**src/rtl/shift_reg_universal.sv**
```systemverilog
// Universal shift register: hold, shift right/left (serial or rotate), parallel load,
// with a saturating shift counter and a one-cycle done pulse when the counter fills.
module shift_reg_universal #(
    parameter int unsigned          WIDTH     = 8,
    parameter logic [WIDTH-1:0]     RESET_VAL = '0,
    parameter bit                   ROTATE    = 1'b0
) (
    input  logic                           clk,
    input  logic                           rst,
    input  logic                           clr,
    input  logic                           en,
    input  logic [1:0]                     mode,
    input  logic                           sin_r,
    input  logic                           sin_l,
    input  logic [WIDTH-1:0]               d,
    output logic [WIDTH-1:0]               q,
    output logic                           sout_r,
    output logic                           sout_l,
    output logic [$clog2(WIDTH+1)-1:0]     cnt,
    output logic                           done
);

    localparam int unsigned CW = $clog2(WIDTH + 1);

    localparam logic [1:0] MODE_HOLD  = 2'b00;
    localparam logic [1:0] MODE_RIGHT = 2'b01;
    localparam logic [1:0] MODE_LEFT  = 2'b10;
    localparam logic [1:0] MODE_LOAD  = 2'b11;

    logic [WIDTH-1:0] q_q, q_d;
    logic [CW-1:0]    cnt_q, cnt_d;
    logic             done_q, done_d;
    logic             shift_c;
    logic             in_r_c, in_l_c;

    // In rotate builds the outgoing bit replaces the serial input
    assign in_r_c = ROTATE ? q_q[0]       : sin_r;
    assign in_l_c = ROTATE ? q_q[WIDTH-1] : sin_l;

    // Next-state: clr beats enable, enable gates every mode
    always_comb begin
        q_d     = q_q;
        cnt_d   = cnt_q;
        done_d  = 1'b0;
        shift_c = 1'b0;
        if (clr) begin
            q_d   = RESET_VAL;
            cnt_d = '0;
        end else if (en) begin
            case (mode)
                MODE_HOLD: begin
                    q_d = q_q;
                end
                MODE_RIGHT: begin
                    q_d     = {in_r_c, q_q[WIDTH-1:1]};
                    shift_c = 1'b1;
                end
                MODE_LEFT: begin
                    q_d     = {q_q[WIDTH-2:0], in_l_c};
                    shift_c = 1'b1;
                end
                MODE_LOAD: begin
                    q_d   = d;
                    cnt_d = '0;
                end
                default: begin
                    q_d = q_q;
                end
            endcase
            // Counter saturates; done fires only on the step into saturation
            if (shift_c && (cnt_q != CW'(WIDTH))) begin
                cnt_d  = cnt_q + CW'(1);
                done_d = (cnt_q == CW'(WIDTH - 1));
            end
        end
    end

    always_ff @(posedge clk or posedge rst) begin
        if (rst) begin
            q_q    <= RESET_VAL;
            cnt_q  <= '0;
            done_q <= 1'b0;
        end else begin
            q_q    <= q_d;
            cnt_q  <= cnt_d;
            done_q <= done_d;
        end
    end

    assign q      = q_q;
    assign cnt    = cnt_q;
    assign done   = done_q;
    assign sout_r = q_q[0];
    assign sout_l = q_q[WIDTH-1];

endmodule

```
**config.mk**
```make
export PLATFORM = sky130hd
export DESIGN_NAME = shift_reg_universal
export DESIGN_NICKNAME = d
export VERILOG_FILES = /design/src/rtl/shift_reg_universal.sv
export SDC_FILE = /design/constraint.sdc
export NUM_CORES = 1
export LEC_CHECK = 0
export ABC_AREA = 1
export BUFFER_PORTS_ARGS = -buffer_cell sky130_fd_sc_hd__buf_2
export CAP_MARGIN = 20
export CORE_MARGIN = 10
export CORE_UTILIZATION = 40
export CTS_CLUSTER_SIZE = 10
export DETAILED_ROUTE_END_ITERATION = 10
export PLACE_DENSITY = 0.67
export SLEW_MARGIN = 30
export SYNTH_ARGS = -nofsm -noshare
export SYNTH_HDL_FRONTEND = slang
export SYNTH_SLANG_ARGS = --single-unit
```
**constraint.sdc**
```tcl
create_clock -name clk -period 1.5 [get_ports clk]
set_clock_uncertainty 0.05 [all_clocks]
set_input_delay 0.15 -clock clk [delete_from_list [all_inputs] [get_ports clk]]
set_output_delay 0.15 -clock clk [all_outputs]
set_load 0.01 [all_outputs]
```
==> run metrics, run 1 <==
Detailed Route Iter0 Violations=44; antenna violations before repair=0; Crit. End Element=flop; Max Fclk=751 MHz; post-synthesis register bit count=13; sequential share of the synthesized area=0.376; Slew Viols, Final=0; yosys warns=0; pwr dens=700 mW/mm2; Core Area=0.00200 mm2; Max-slew headroom=0.666; first-pass GRT wire length=3770 um; Least-Margin Pin Slew=0.500 ns; Max Root-Sink Buffers=2; # nets final=178; Tcrit/Tclk final=0.888; largest net degree at the start of global routing=14; Avg Cell Area, Syn=7.10 um2; outcome=finished, final reports clean; critical path peak fanout=6; WL per Instance=12.0 um; via count=873; Setup crit end=cnt[2]$_DFFE_PP0P_; reg-to-reg endpoint=cnt[2]$_DFFE_PP0P_; Area Growth Syn to Fin=24.1%; R2R Setup Slk=0.17 ns; Congestion Overflow GR=0; GR Util met1=0.108; Final WS setup=0.168 ns; I/O Buffers=30; crit path kind=flop to flop; Critical Path AT=1.45 ns; # diodes=0; DIE AREA=0.00443 mm2; reg2reg start=cnt[0]$_DFFE_PP0P_; CP Launch Type=flop; area of the multi-input gates=453 um2; drc violations=0; Placed Area=0.00104 mm2; Mapped Cells=122; clock insertion delay at the later pin of the skew report=0.28 ns; post-CTS sizing=0; M2 GR Usage=0.182; final setup vio count=0; clock sinks=13; Setup TNS=0 ns; Post-DP HPWL=1780 um; number of global-route vias before repair=894; minimum clock period=1.33 ns; VDD IR max=365 uV; post-route cell area=0.00107 mm2; Critical path origin=cnt[0]$_DFFE_PP0P_; RSZ-0062 raised after global routing=no; # IOs=31; die span in y=66.5 um; Syn Nets=143; layout cell share with drive strength beyond 1=0.269; CP Cell Sequence=inv_1 -> ha_1 -> nand3_2 -> nand2_2 -> nand2_1 -> nand2_1 -> nand2_1 -> nand2_1; drt total wl=2190 um; Total GRT Usage=0.106; max_cap viols=0; register area=325 um2; total power=753 uW; Hold Crit Class=primary input to flop; library cells used by synthesis=17; DRT Pass-1 Iters=4; met3 usage=0.0418; Detail Route Antenna Nets=0; H-tree lvl count=1; postcts setup bufs=0; Crit path top cell by count=nand2_1; CTS buffer count=3; Initial Utilization=0.432; fillers=217; CP required=1.62 ns; delay of the slowest critical-path stage=0.43 ns; Slowest cell on crit path=dfrtp_1; Routability Congestion=0.864; Die W=66.5 um; pre-CTS setup slack=0.181 ns; Via density=4.77; Root Buffer=clkbuf_4; Fin. Hold Viols=0; Clock Pin Slew Worst Setup and Hold Paths=0.08 ns; CTS Hold Bufs=1; row count=16; CTS tree=yes; leakage=0.000622 uW; path depth of the worst reg2reg path=8; most crowded layer after global routing=met2; post-synthesis cell area=866 um2
==> power by group <==
| part | internal [uW] | total (uW) | switching, uW |
|---|---|---|---|
| Clock | 103 | 217 | 114 |
| Sequential | 363 | 378 | 14.4 |
| Combinational | 64.1 | 158 | 93.9 |
| Total | 530 | 753 | 222 |
==> layer usage <==
layer,up-vias,share of wire,routed length (um)
li1,451,-,-
met1,388,0.43,944
met2,30,0.44,972
met3,4,0.11,241
met4,0,0.013,29
met5,-,0,0
==> cell usage after synthesis, drive strengths merged <==
cell type / instances / area share
a21oi: 1 / 0.0058
buf: 3 / 0.030
clkinv: 1 / 0.0058
dfrtp: 13 / 0.38
ha: 5 / 0.072
inv: 15 / 0.065
nand2: 59 / 0.26
nand3: 10 / 0.064
nand4: 3 / 0.022
nor2: 3 / 0.013
nor3: 2 / 0.012
nor3b: 1 / 0.022
o211ai: 6 / 0.052
==> flip-flops by register name (all words and copies together) (netlist names) <==
| name | flops |
|---|---|
| q | 8 |
| cnt | 4 |
| done | 1 |
==> layout by cell type, fill, tap and decap left out, drive strengths merged <==
cell type / instances
ha: 5
buf: 32
o211ai: 6
dfrtp: 13
nand4: 3
clkbuf: 4
nor2: 3
a21oi: 1
nand2: 59
inv: 15
nor3: 2
nand3: 10
dlygate4sd3: 1
nor3b: 1
clkinv: 1
==> critical path: cells and delay by family (launching register included) <==
kind,cells,cell delay [ns]
simple gates,6,0.45
flops,1,0.43
fa+ha+maj,1,0.21
buf+inv,1,0.09
==> how the worst min path moves through the flow <==
| stage | cells past startpoint | slack [ns] | endpoint | start |
|---|---|---|---|---|
| floorplan | 1 | -0.02 | cnt[0]$_DFFE_PP0P_ | rst |
| global placement | 2 | 0.15 | done$_DFF_PP0_ | rst |
| detailed placement | 2 | 0.16 | cnt[2]$_DFFE_PP0P_ | rst |
| CTS | 3 | 0.09 | done$_DFF_PP0_ | en |
| global route | 3 | 0.1 | done$_DFF_PP0_ | en |
| finish | 3 | 0.10 | done$_DFF_PP0_ | en |
==> area by class of cell <==
type | instances | share of cell area
Sequential cell | 13 | 0.303
Inverter | 16 | 0.0570
Multi-Input combinational cell | 90 | 0.421
Clock buffer | 4 | 0.0244
Timing Repair Buffer | 33 | 0.163
Tap cell | 27 | 0.0314
==> through the flow <==
step / utilization / hold WS (ns) / std cells
2_1_floorplan: - / -0.0230 / 122
3_3_place_gp: 0.519 / 0.148 / 178
3_5_place_dp: 0.519 / 0.158 / 178
4_1_cts: 0.537 / 0.0924 / 183
5_1_grt: 0.537 / 0.0967 / 183
6_report: 0.537 / 0.101 / 183
==> cell families after synthesis <==
kind of cell | count (synthesis) | synth area share
AO/OA/AOI/OAI | 7 | 0.0578
adder cells (fa/ha/maj) | 5 | 0.0723
buffers and inverters | 19 | 0.101
flip-flops | 13 | 0.376
AND/OR/NAND/NOR | 78 | 0.393
(Power assumes the default switching activity.)
==> run 2, diff against run 1 <==
CORE_UTILIZATION = 42   (was 40)
PLACE_DENSITY = 0.69   (was 0.67)
==> run 2 against run 1 <==
Net effect:
- flip-flop and latch count stayed put
- utilization is 1.1 points higher
- die area is 3.3% lower
- critical endpoint is now cnt[0]$_DFFE_PP0P_
==> run metrics, run 2 (same netlist as run 1, synthesis figures left out) <==
outcome=finished, final reports clean; Routability Congestion=0.940 (+8.8%); Detailed Route Iter0 Violations=39 (-11%); Tcrit/Tclk final=0.892 (+0.00415); Slew Viols, Final=0 (unchanged); largest net degree at the start of global routing=14 (unchanged); DRT Pass-1 Iters=4 (unchanged); postcts setup bufs=0 (unchanged); WL per Instance=11.7 um (-2.2%); worst path buffer plus inverter count=1 (unchanged); Congestion Overflow GR=0 (unchanged); Crit path top cell by count=nand2_1; number of global-route vias before repair=919 (+2.8%); drt total wl=2140 um (-2.2%); row count=16 (unchanged); CTS buffer count=3 (unchanged); clock insertion delay at the later pin of the skew report=0.27 ns (about the same); RSZ-0062 raised after global routing=no; Max-slew headroom=0.670 (+0.00370); Least-Margin Pin Slew=0.495 ns (-0.00554 ns); via count=869 (-0.46%); first-pass GRT wire length=3800 um (+0.56%); Slowest cell on crit path=dfrtp_1; Fin. Hold Viols=0 (unchanged); Total GRT Usage=0.107 (+0.00179); crit path kind=flop to flop; crit-path leading delay family=simple AND/OR/NAND/NOR gates; die span in y=65.4 um (-1.7%); Core Area=0.00196 mm2 (-2.0%); delay of the slowest critical-path stage=0.43 ns (about the same); CP required=1.61 ns (about the same); Detail Route Antenna Nets=0 (unchanged); CP Launch Type=flop; Root Buffer=clkbuf_4; Hold Crit Start=en; # IOs=31 (unchanged); Initial Utilization=0.441 (+0.00883); Crit. End Element=flop; CP Cell Sequence=inv_1 -> ha_1 -> nand3_2 -> nand2_2 -> nand2_1 -> nand2_1 -> nand2_1 -> nand2_1; Die W=65.4 um (-1.7%); pwr dens=697 mW/mm2 (-0.44%); Clock Pin Slew Worst Setup and Hold Paths=0.08 ns (about the same); H-tree lvl count=1 (unchanged); final setup vio count=0 (unchanged); # diodes=0 (unchanged); Critical path origin=cnt[0]$_DFFE_PP0P_; Post-DP HPWL=1780 um (-0.48%); minimum clock period=1.34 ns (+0.00623 ns); commonest non-fill, non-tap cells in the layout=nand2_1, buf_2, inv_1, dfrtp_1, nand3_1; DIE AREA=0.00428 mm2 (-3.3%); Hold Crit Class=primary input to flop; VDD IR max=406 uV (+11%); critical path peak fanout=6 (unchanged); antenna violations before repair=0 (unchanged); I/O Buffers=30 (unchanged); Max Fclk=747 MHz (-0.47%); # nets final=178 (unchanged); reg2reg start=cnt[0]$_DFFE_PP0P_; Area Growth Syn to Fin=24.1% (unchanged); total power=749 uW (-0.44%); max FFs per register=8 (unchanged); drc violations=0 (unchanged); max_cap viols=0 (unchanged); Max Root-Sink Buffers=2 (unchanged); most common cell after layout, fill and taps aside=nand2_1; Via density=4.75 (-0.46%); Setup TNS=0 ns (unchanged); CTS tree=yes; clock sinks=13 (unchanged); Critical Path AT=1.45 ns (about the same); leakage=0.000622 uW (unchanged); layout cell share with drive strength beyond 1=0.269 (unchanged)
==> run 2: cell counts in the layout (fill, tap and decap cells not counted) <==
No cell type changed its count.
==> run 2: layer usage <==
metal | GRT usage | vias up | routed length, um
met1 | 0.109 | 397 | 951
met3 | 0.0373 | 2 | 161
li1 | - | 451 | -
met4 | 0.0508 | 0 | 9
met5 | 0 | - | 0
met2 | 0.193 | 19 | 1020
==> run 2: per-stage QoR <==
step	setup WS [ns]	cells	utilization	hold slack (ns)	area, um2
finish	0.162	183	0.548	0.0912	1070
global route	0.0238	183	0.548	0.0938	1070
CTS	0.145	183	0.548	0.0887	1070
detailed placement	0.154	178	0.529	0.163	1040
global placement	0.246	178	0.529	0.146	1040
floorplan	0.246	122	-	-0.0230	866
==> run 2: area by class of cell <==
type | count | area [um2]
multi-input cells | 90 | 453
well taps | 27 | 33.8
repair buffers | 33 | 175
fillers | 223 | 887
clock buffers | 4 | 26.3
inverters | 16 | 61.3
flip-flops and latches | 13 | 325
==> run 2: power by group <==
group / switching, uW / internal [uW]
sequential: 14.3 / 363
combinational: 94.1 / 64.4
clock: 111 / 103
total: 219 / 530
==> run 2: what timing repair did <==
| action | CTS | global route |
|---|---|---|
| gates resized for setup | 0 | 0 |
| hold buffers | 1 | 0 |
| endpoints found under the hold margin | 13 | 0 |
==> run 2: worst register-to-register path, stage by stage (launching register included) <==
cell     delay (ns)
dfrtp_1        0.43
inv_1          0.09
ha_1           0.21
nand3_2        0.09
nand2_2        0.07
nand2_1        0.06
nand2_1        0.09
nand2_1        0.07
nand2_1        0.06
==> run 2: path summary, 6_finish.rpt <==
check | end | slack (ns) | depth (start not counted)
worst max-delay path | cnt[0]$_DFFE_PP0P_ | 0.16 | 8
worst min-delay path | done$_DFF_PP0_ | 0.09 | 3
worst max register to register | cnt[0]$_DFFE_PP0P_ | 0.16 | 8
worst min register to register | q[5]$_DFFE_PP0P_ | 0.45 | 2
max in group asynchronous | q[6]$_DFFE_PP0P_ | 0.67 | 3
min in group asynchronous | q[4]$_DFFE_PP0P_ | 0.39 | 3
==> run 3, diff against run 2 <==
CORE_UTILIZATION = 45   (was 42)
PLACE_DENSITY = 0.73   (was 0.69)
SKIP_LAST_GASP = 1   (was unset)
==> run 3 against run 2 <==
Net effect:
- via count fell by 1.7%
- largest power group unchanged
- die area decreased by 4.7%
- combinational power about the same
==> run metrics, run 3 (same netlist as run 1, synthesis figures left out) <==
WL per Instance=11.8 um (+0.68%); Max Fclk=765 MHz (+2.4%); DRT Pass-1 Iters=4 (unchanged); Comb power frac=0.208 (-0.003); antenna violations before repair=0 (unchanged); VDD IR max=464 uV (+14%); Fin Hold WS=0.107 ns (+0.0163 ns); first-pass GRT wire length=3810 um (+0.34%); CP required=1.62 ns (about the same); CTS buffer count=3 (unchanged); Post-DP HPWL=1750 um (-1.7%); # IOs=31 (unchanged); clock network fraction of total power=0.289 (+0.004); H-tree lvl count=1 (unchanged); minimum clock period=1.31 ns (-0.0317 ns); Setup TNS=0 ns (unchanged); drc violations=0 (unchanged); pwr dens=700 mW/mm2 (+0.39%); Root Buffer=clkbuf_4; row count=15 (-1); # diodes=0 (unchanged); Critical Path AT=1.42 ns (-0.03 ns); Max Root-Sink Buffers=2 (unchanged); via count=854 (-1.7%); total power=751 uW (+0.16%); Core Area=0.00178 mm2 (-9.1%); clock sinks=13 (unchanged); max FFs per register=8 (unchanged); final setup vio count=0 (unchanged); Hold Crit Class=primary input to flop; Die W=63.9 um (-2.4%); number of global-route vias before repair=849 (-7.6%); largest net degree at the start of global routing=14 (unchanged); # nets final=178 (unchanged); Slew Viols, Final=0 (unchanged); RSZ-0062 raised after global routing=no; crit path kind=flop to flop; most common cell after layout, fill and taps aside=nand2_1; Max-slew headroom=0.658 (-0.0114); Initial Utilization=0.486 (+0.0443); DIE AREA=0.00408 mm2 (-4.7%); I/O Buffers=30 (unchanged); R2R Setup Slk=0.19 ns (+0.03 ns); layout cell share with drive strength beyond 1=0.269 (unchanged); Detailed Route Iter0 Violations=54 (+38%); commonest non-fill, non-tap cells in the layout=nand2_1, buf_2, inv_1, dfrtp_1, nand3_1; leakage=0.000622 uW (unchanged); Fin. Hold Viols=0 (unchanged); share of total power in sequential cells=0.503 (about the same); critical path peak fanout=6 (unchanged); Clock Pin Slew Worst Setup and Hold Paths=0.08 ns (about the same); Least-Margin Pin Slew=0.512 ns (+0.0171 ns); Via density=4.72 (-0.64%); outcome=finished, final reports clean; Routability Congestion=0.893 (-5.0%); Final WS setup=0.193 ns (+0.0317 ns); pre-CTS setup slack=0.207 ns (+0.0530 ns); P_int=530 uW (about the same); Tcrit/Tclk final=0.871 (-0.0211); fillers=168 (-25%); post-CTS sizing=0 (unchanged); max_cap viols=0 (unchanged); Total GRT Usage=0.112 (+0.00444); die span in y=63.9 um (-2.4%); CP Launch Type=flop; Congestion Overflow GR=0 (unchanged); Area Growth Syn to Fin=23.8%; Net Sw Frac=0.294 (+0.00152); CTS tree=yes; drt total wl=2130 um (-0.42%); Detail Route Antenna Nets=0 (unchanged); clock insertion delay at the later pin of the skew report=0.28 ns (about the same); switching pwr=220 uW (+0.68%); Crit. End Element=flop
## run 3: cell counts in the layout (fill, tap and decap cells not counted)
No cell type changed its count.
## run 3: worst paths after layout
kind,to,depth (start not counted),from
max,cnt[2]$_DFFE_PP0P_,8,cnt[0]$_DFFE_PP0P_
min,done$_DFF_PP0_,3,en
max reg2reg,cnt[2]$_DFFE_PP0P_,8,cnt[0]$_DFFE_PP0P_
min reg2reg,q[5]$_DFFE_PP0P_,2,q[5]$_DFFE_PP0P_
max in group asynchronous,cnt[3]$_DFFE_PP0P_,3,rst
min in group asynchronous,q[4]$_DFFE_PP0P_,3,rst
## run 3: area by class of cell
| class | count | area, um2 | share of cell area |
|---|---|---|---|
| repair buffers | 33 | 175 | 0.163 |
| flip-flops and latches | 13 | 325 | 0.303 |
| multi-input cells | 90 | 453 | 0.422 |
| inverters | 16 | 61.3 | 0.0572 |
| clock buffers | 4 | 26.3 | 0.0245 |
| well taps | 25 | 31.3 | 0.0292 |
## run 3: worst max-delay path: stages (launching register included)
cell,delay [ns]
dfrtp_1,0.43
inv_1,0.08
ha_1,0.20
nand3_2,0.09
nand2_2,0.07
nand2_1,0.06
nand2_1,0.09
nand2_1,0.08
nand2_1,0.05
## run 3: metrics by stage
stage / util / cells / instance area [um2]
global placement: 0.581 / 176 / 1040
CTS: 0.601 / 181 / 1070
global route: 0.601 / 181 / 1070
finish: 0.601 / 181 / 1070
floorplan: - / 122 / 866
detailed placement: 0.581 / 176 / 1040
## run 3: routing by layer
| layer | vias up | routed length [um] | GRT usage |
|---|---|---|---|
| li1 | 451 | - | - |
| met1 | 373 | 958 | 0.127 |
| met3 | 2 | 179 | 0.0418 |
| met5 | - | 0 | 0 |
| met4 | 0 | 12 | 0.0492 |
| met2 | 28 | 979 | 0.183 |
## run 3: timing repair
action | 4_1_cts | 5_1_grt
setup buffers | 0 | 0
hold buffers | 1 | 0
endpoints found under the hold margin | 13 | 0
## run 3: power by group through the flow
stage                     clock network (uW)  logic [uW]  registers [uW]
after floorplan                            0        93.7             389
after global placement                     0         156             384
after detailed placement                   0         156             385
after CTS                                225         159             378
after global routing                     248         178             380
final                                    217         156             378
